**src/rtl/fetch_ctrl.sv**
```systemverilog
// fetch_ctrl: instruction fetch sequencer with one outstanding imem request, skid buffer and redirect/cancel.
// Optional FETCH_ALIGN_CHECK_EN reports misaligned redirect targets instead of masking them.
module fetch_ctrl #(
  parameter logic [31:0] RESET_PC = 32'h00400000,
  parameter logic [31:0] PC_INC   = 32'd4
) (
  input  logic        clk,
  input  logic        reset,
  input  logic        stall,
  input  logic        redirect_valid,
  input  logic [31:0] redirect_pc,
  output logic        imem_req,
  output logic [31:0] imem_addr,
  input  logic        imem_gnt,
  input  logic        imem_rvalid,
  input  logic [31:0] imem_rdata,
  output logic        if_valid,
  output logic [31:0] if_pc,
`ifdef FETCH_ALIGN_CHECK_EN
  output logic        fetch_addr_err,
`endif
  output logic [31:0] if_inst
);
  typedef enum logic [2:0] {BOOT, REQ, WAIT, HOLD, DRAIN, ERR} state_t;
  state_t state_q, state_d;
  logic [31:0] fetch_pc_q, fetch_pc_d, req_pc_q, req_pc_d;
  logic [31:0] skid_pc_q, skid_pc_d, skid_inst_q, skid_inst_d;
  logic [31:0] if_pc_q, if_pc_d, if_inst_q, if_inst_d;
  logic        if_valid_q, if_valid_d;
  logic        slot_free, inflight;
`ifdef FETCH_ALIGN_CHECK_EN
  logic        err_q, err_d, drop_q, drop_d;
  assign fetch_addr_err = err_q;
`endif
  assign imem_req  = state_q == REQ;
  assign imem_addr = fetch_pc_q;
  assign if_valid  = if_valid_q;
  assign if_pc     = if_pc_q;
  assign if_inst   = if_inst_q;
  assign slot_free = ~if_valid_q | ~stall;
  // A response is still owed by memory if a grant just happened or one is pending.
  always_comb begin
    inflight = (state_q == REQ && imem_gnt) || ((state_q == WAIT || state_q == DRAIN) && !imem_rvalid);
`ifdef FETCH_ALIGN_CHECK_EN
    inflight = inflight || (state_q == ERR && drop_q && !imem_rvalid);
`endif
  end
  always_comb begin
    state_d     = state_q;
    fetch_pc_d  = fetch_pc_q;
    req_pc_d    = req_pc_q;
    skid_pc_d   = skid_pc_q;
    skid_inst_d = skid_inst_q;
    if_valid_d  = if_valid_q & stall;
    if_pc_d     = if_pc_q;
    if_inst_d   = if_inst_q;
`ifdef FETCH_ALIGN_CHECK_EN
    err_d  = err_q;
    drop_d = drop_q & ~imem_rvalid;
`endif
    case (state_q)
      BOOT: state_d = REQ;
      REQ: if (imem_gnt) begin
        req_pc_d   = fetch_pc_q;
        fetch_pc_d = fetch_pc_q + PC_INC;
        state_d    = WAIT;
      end
      WAIT: if (imem_rvalid) begin
        if (slot_free) begin
          if_valid_d = 1'b1;
          if_pc_d    = req_pc_q;
          if_inst_d  = imem_rdata;
          state_d    = REQ;
        end else begin
          skid_pc_d   = req_pc_q;
          skid_inst_d = imem_rdata;
          state_d     = HOLD;
        end
      end
      HOLD: if (!stall) begin
        if_valid_d = 1'b1;
        if_pc_d    = skid_pc_q;
        if_inst_d  = skid_inst_q;
        state_d    = REQ;
      end
      DRAIN: if (imem_rvalid) state_d = REQ;
      default: ;
    endcase
    if (redirect_valid) begin
      fetch_pc_d = redirect_pc & ~32'h3;
      if_valid_d = 1'b0;
      state_d    = inflight ? DRAIN : REQ;
`ifdef FETCH_ALIGN_CHECK_EN
      err_d  = 1'b0;
      drop_d = 1'b0;
      if (redirect_pc[1:0] != 2'b00) begin
        state_d    = ERR;
        err_d      = 1'b1;
        drop_d     = inflight;
        if_valid_d = 1'b1;
        if_pc_d    = redirect_pc;
        if_inst_d  = 32'h0;
      end
`endif
    end
  end
  always_ff @(posedge clk or posedge reset) begin
    if (reset) begin
      state_q     <= BOOT;
      fetch_pc_q  <= RESET_PC;
      req_pc_q    <= RESET_PC;
      skid_pc_q   <= 32'h0;
      skid_inst_q <= 32'h0;
      if_valid_q  <= 1'b0;
      if_pc_q     <= RESET_PC;
      if_inst_q   <= 32'h0;
`ifdef FETCH_ALIGN_CHECK_EN
      err_q       <= 1'b0;
      drop_q      <= 1'b0;
`endif
    end else begin
      state_q     <= state_d;
      fetch_pc_q  <= fetch_pc_d;
      req_pc_q    <= req_pc_d;
      skid_pc_q   <= skid_pc_d;
      skid_inst_q <= skid_inst_d;
      if_valid_q  <= if_valid_d;
      if_pc_q     <= if_pc_d;
      if_inst_q   <= if_inst_d;
`ifdef FETCH_ALIGN_CHECK_EN
      err_q       <= err_d;
      drop_q      <= drop_d;
`endif
    end
  end
endmodule

```
**config.mk**
```make
export PLATFORM = sky130hd
export DESIGN_NAME = fetch_ctrl
export DESIGN_NICKNAME = d
export VERILOG_FILES = /design/src/rtl/fetch_ctrl.sv
export SDC_FILE = /design/constraint.sdc
export NUM_CORES = 1
export LEC_CHECK = 0
export BUFFER_PORTS_ARGS = -buffer_cell sky130_fd_sc_hd__buf_2
export CAP_MARGIN = 0
export CORE_MARGIN = 5
export CORE_UTILIZATION = 50
export CTS_CLUSTER_SIZE = 14
export DETAILED_ROUTE_END_ITERATION = 12
export PLACE_DENSITY = 0.73
export SLEW_MARGIN = 15
export SYNTH_ARGS = -nofsm -noshare
export SYNTH_HDL_FRONTEND = slang
export SYNTH_SLANG_ARGS = --single-unit
```
**constraint.sdc**
```tcl
create_clock -name clk -period 12.64 [get_ports clk]
set_clock_uncertainty 0.2 [all_clocks]
set_input_delay 1.896 -clock clk [delete_from_list [all_inputs] [get_ports clk]]
set_output_delay 1.896 -clock clk [all_outputs]
set_load 0.02 [all_outputs]
```
Word level (Yosys, flattened, before mapping)
Cells that the tools add are included.
{ "word_totals": {"register_bits": 196, "out_inout_bits": 98, "word_cells": 64} }
{ "classes": {"add_sub_neg": 1, "n_eq_ne": 11, "muxes": 24, "bitwise_logic": 5, "reduce_logical": 15} }
{ "op_table": {"columns": ["cell", "n"], "rows": [
  ["32-bit two-way mux", 9],
  ["32-bit one-hot mux with 2 select lines", 2],
  ["32-bit by 3-bit adder with 32-bit output, second input constant", 1],
  ["3-bit two-way mux", 6],
  ["3-bit one-hot mux with 5 select lines", 1],
  ["3-bit inequality test, second input constant", 3],
  ["3-bit by 2-bit equality test with 1-bit output, second input constant", 2],
  ["2-bit inequality test, second input constant", 3],
  ["2-bit nonzero test", 3],
  ["6-bit nonzero test", 1],
  ["5-bit AND reduction", 1],
  ["1-bit two-way mux", 4],
  ["2-bit AND reduction", 2],
  ["4-bit AND reduction", 1],
  ["3-bit by 1-bit equality test with 1-bit output, second input constant", 1],
  ["3-bit equality test, second input constant", 1],
  ["3-bit logical NOT", 1],
  ["3-bit by 2-bit inequality test with 1-bit output, second input constant", 1],
  ["1-bit NOT", 3],
  ["3-bit AND reduction", 1],
  ["1-bit logical AND", 2],
  ["1-bit logical OR", 2],
  ["2-bit two-way mux", 1],
  ["1-bit one-hot mux with 2 select lines", 1],
  ["3 further kinds", 3]
]} }

Logic depth before layout (Yosys ltp)
{ "depth": {"word_depth": 6, "mapped_depth": 7, "ltp_nobuf": 6} }

Least setup slack after synthesis
Ideal clock, no wire load.
{ "synth_timing": {"path_type": "in2reg", "startpoint": "input port imem_gnt", "endpoint": "register fetch_pc_q[26], in the netlist imem_addr[26]", "t_arrival_ps": 3132, "t_required_ps": 12315, "path_slack_ps": 9184, "cell_stages": 7, "n_path_buf": 2, "cell_sequence": "nand4bb_1 -> buf_2 -> or2_1 -> buf_2 -> nor4_2 -> xor2_1 -> mux2_2"} }
{ "synth_via": {"elab_chain_len": 2} }
{ "synth_lines": {"columns": ["item", "line_no", "text"], "rows": [
  ["from (decl)", "14", "input logic imem_gnt,"],
  ["2-bit nonzero test (no source line)", null, null],
  ["2-bit AND reduction (no source line)", null, null],
  ["to (signal assigned)", "123", "fetch_pc_q <= fetch_pc_d;"],
  ["to (decl)", "26", "logic [31:0] fetch_pc_q, fetch_pc_d, req_pc_q, req_pc_d;"]
]} }
Every way passes these cells.
A chain may end at the register's enable or synchronous reset.

Worst setup path in the final report
{ "layout_timing": {"startpoint": "register state_q[0]", "endpoint": "output port imem_req"} }
{ "layout_via": {"elab_chain_len": 1} }
{ "layout_lines": {"columns": ["item", "line_no", "text"], "rows": [
  ["from (decl)", "25", "state_t state_q, state_d;"],
  ["from (signal assigned)", "122", "state_q <= state_d;"],
  ["3-bit by 1-bit equality test with 1-bit output", "35", "assign imem_req = state_q == REQ;"],
  ["to (decl)", "12", "output logic imem_req,"]
]} }
Every way passes these cells.

==> reports/qor.yml <==
holdWs_ps: 272.3
fin_nets: 980
tns_ps: 0
die_x_um: 138.7
grt_pass1_vias: 5746
diodes: 0
arrival_ps: 1770
place_ws_ps: 8651
postLayoutSetupSlackWorst_ps: 8774
ys_types: 44
drtIter0Drc: 279
drt.antenna.violating_nets: 0
gp_congestion: 0.8005
ys_seq_area_frac: 0.5685
fp-row-count: 47
start_util: 0.5048
synth_warnings: 0
worstRegToRegCells: 5
leakagePower_uw: 0.005219
critPathRequiredTime_ps: 10540
avgRoutedWirePerCell_um: 15.21
rsz0062_at_grt: "false"
grt-ovfl-total: 0
antenna_found_initial: 0
wl_met1_um: 8436
outcome: "completed"
cap_viol_max_count: 0
syn_area_um2: 8282
path_class: "reg -> out"
die_h_um: 138.7
p_per_area_nw_per_um2: 199.5
clockBufferDepth: 2
max_freq_mhz: 258.7
setup_viol: 0
syn_to_final_growth_pct: 17.96
worstReg2RegStart: "state_q[1]"
cts.reportedPaths.clkPinSlew_ps: 60
hp-class: "reg -> reg"
viasPerCell: 5.089
wl_met3_um: 903
post_cts_buffers: 0
start_kind: "flip-flop"
clock_sinks: 188
cp-startpoint: "state_q[0]"
die-area_um2: 19240
hpwl_um: 11480
routed.top_layer: "met4"
max-slew-margin-rel: 0.2419
slew_violations: 0
grt_max_degree: 126
grt_pass1_wl_um: 29370
max-vdd-ir-drop_mv: 0.1011
finish.utilization: 0.5954
core_um2: 16410
synth.avg_cell_area_um2: 10.76
async_reset_ff_frac: 1.000
cts_root_buf: "clkbuf_16"
final_common_cell: "nand2_1"
ys_ff_latch: 188
end_kind: "output pin"
final_cell_mix: "nand2_1 (189), dfrtp_1 (185), buf_2 (161)"
io_pins: 168
route.detailed.drc: 0
insertion_delay_ps: 420
dr_total_vias: 5812
synthCells: 770
cts.htree.levels: 4
crit_fanout: 16
cts-resized-gates: 0
track_usage: 0.1871
fin_crit_sh: 0.3058
p_total_uw: 1949
cts_made_buffers: 17
synth-edff-count: 0
portBuffers: 161
ctsHoldBuffers: 0
period_minus_slack_ps: 3866
max_slew.worst_pin.slew_ps: 1137
hold_violations: 0
routed_wl_um: 17380
first_pass_iters: 4
min_from: "if_inst[26]"
drive_above_1_share: 0.2907
rrSetupSlack_ps: 9710
wl_met2_um: 7837
hold_depth: 2
ys.flop_type: "dfrtp_1"
cts_tree: "done"
[stage by stage]
| stage | std cells | cell area (µm²) |
|---|---|---|
| 2_1_floorplan | 773 | 8293 |
| 3_3_place_gp | 1110 | 9230 |
| 3_5_place_dp | 1110 | 9230 |
| 4_1_cts | 1142 | 9769 |
| 5_1_grt | 1142 | 9769 |
| 6_report | 1142 | 9769 |
[where the power goes]
part           internal (µW)  switching [µW]
clock network            267             222
registers                760             115
logic                    212             374
total                   1240             711
[cell families after synthesis]
kind of cell,after synthesis,synth area share
buf+inv,54,0.02855
other cells,1,0.0004528
flops,188,0.5685
xor+xnor,29,0.03067
simple gates,259,0.1364
fa+ha+maj,2,0.002719
compound gates,110,0.06965
mux,127,0.1630
[final cells by class]
type | instances | area [µm²]
clock buffers | 21 | 470.5
fillers | 1434 | 6638
inverters | 5 | 26.28
well taps | 220 | 275.3
flip-flops and latches | 188 | 4708
multi-input cells | 531 | 3377
clock inverters | 11 | 68.82
repair buffers | 166 | 843.3
[sequential cells by signal, indices dropped and copies added, names as in the netlist]
name	flops
if_inst	32
if_pc	30
if_valid	1
imem_addr	30
req_pc_q	30
skid_inst_q	32
skid_pc_q	30
state_q	3
[critical path, cell delays in order (launching register included)]
cell     delay, ps
dfrtp_1        690
nor3b_1        420
buf_2          240
[worst paths after layout]
path	end
max in group asynchronous	req_pc_q[11]
hold reg to reg	if_inst[26]
setup / recovery	imem_req
min in group asynchronous	if_inst[14]
hold / removal	if_inst[26]
setup reg to reg	skid_inst_q[8]
[per-layer routing]
| layer | global-route usage | vias up |
|---|---|---|
| met3 | 0.04414 | 14 |
| met1 | 0.2693 | 2739 |
| li1 | - | 2917 |
| met2 | 0.2837 | 142 |
| met4 | 0.05973 | 0 |
| met5 | 0 | - |
[cells in the mapped netlist (4+ instances only)]
master | number | area, µm²
xnor2_1 | 9 | 78.83
xor2_1 | 20 | 175.2
mux2i_1 | 64 | 640.6
buf_2 | 15 | 75.07
mux2_2 | 59 | 664.4
nand3_1 | 16 | 80.08
nor2_1 | 12 | 45.04
clkbuf_1 | 28 | 105.1
mux2_1 | 4 | 45.04
inv_1 | 5 | 18.77
buf_4 | 4 | 30.03
o21ai_1 | 9 | 45.04
nor2b_1 | 4 | 25.02
o21ai_0 | 88 | 440.4
nor3_1 | 6 | 30.03
dfrtp_1 | 185 | 4629
nand4_1 | 11 | 68.82
nand2_1 | 190 | 713.2
a21oi_1 | 6 | 30.03
No activity file was read; power rests on OpenSTA's default activity.
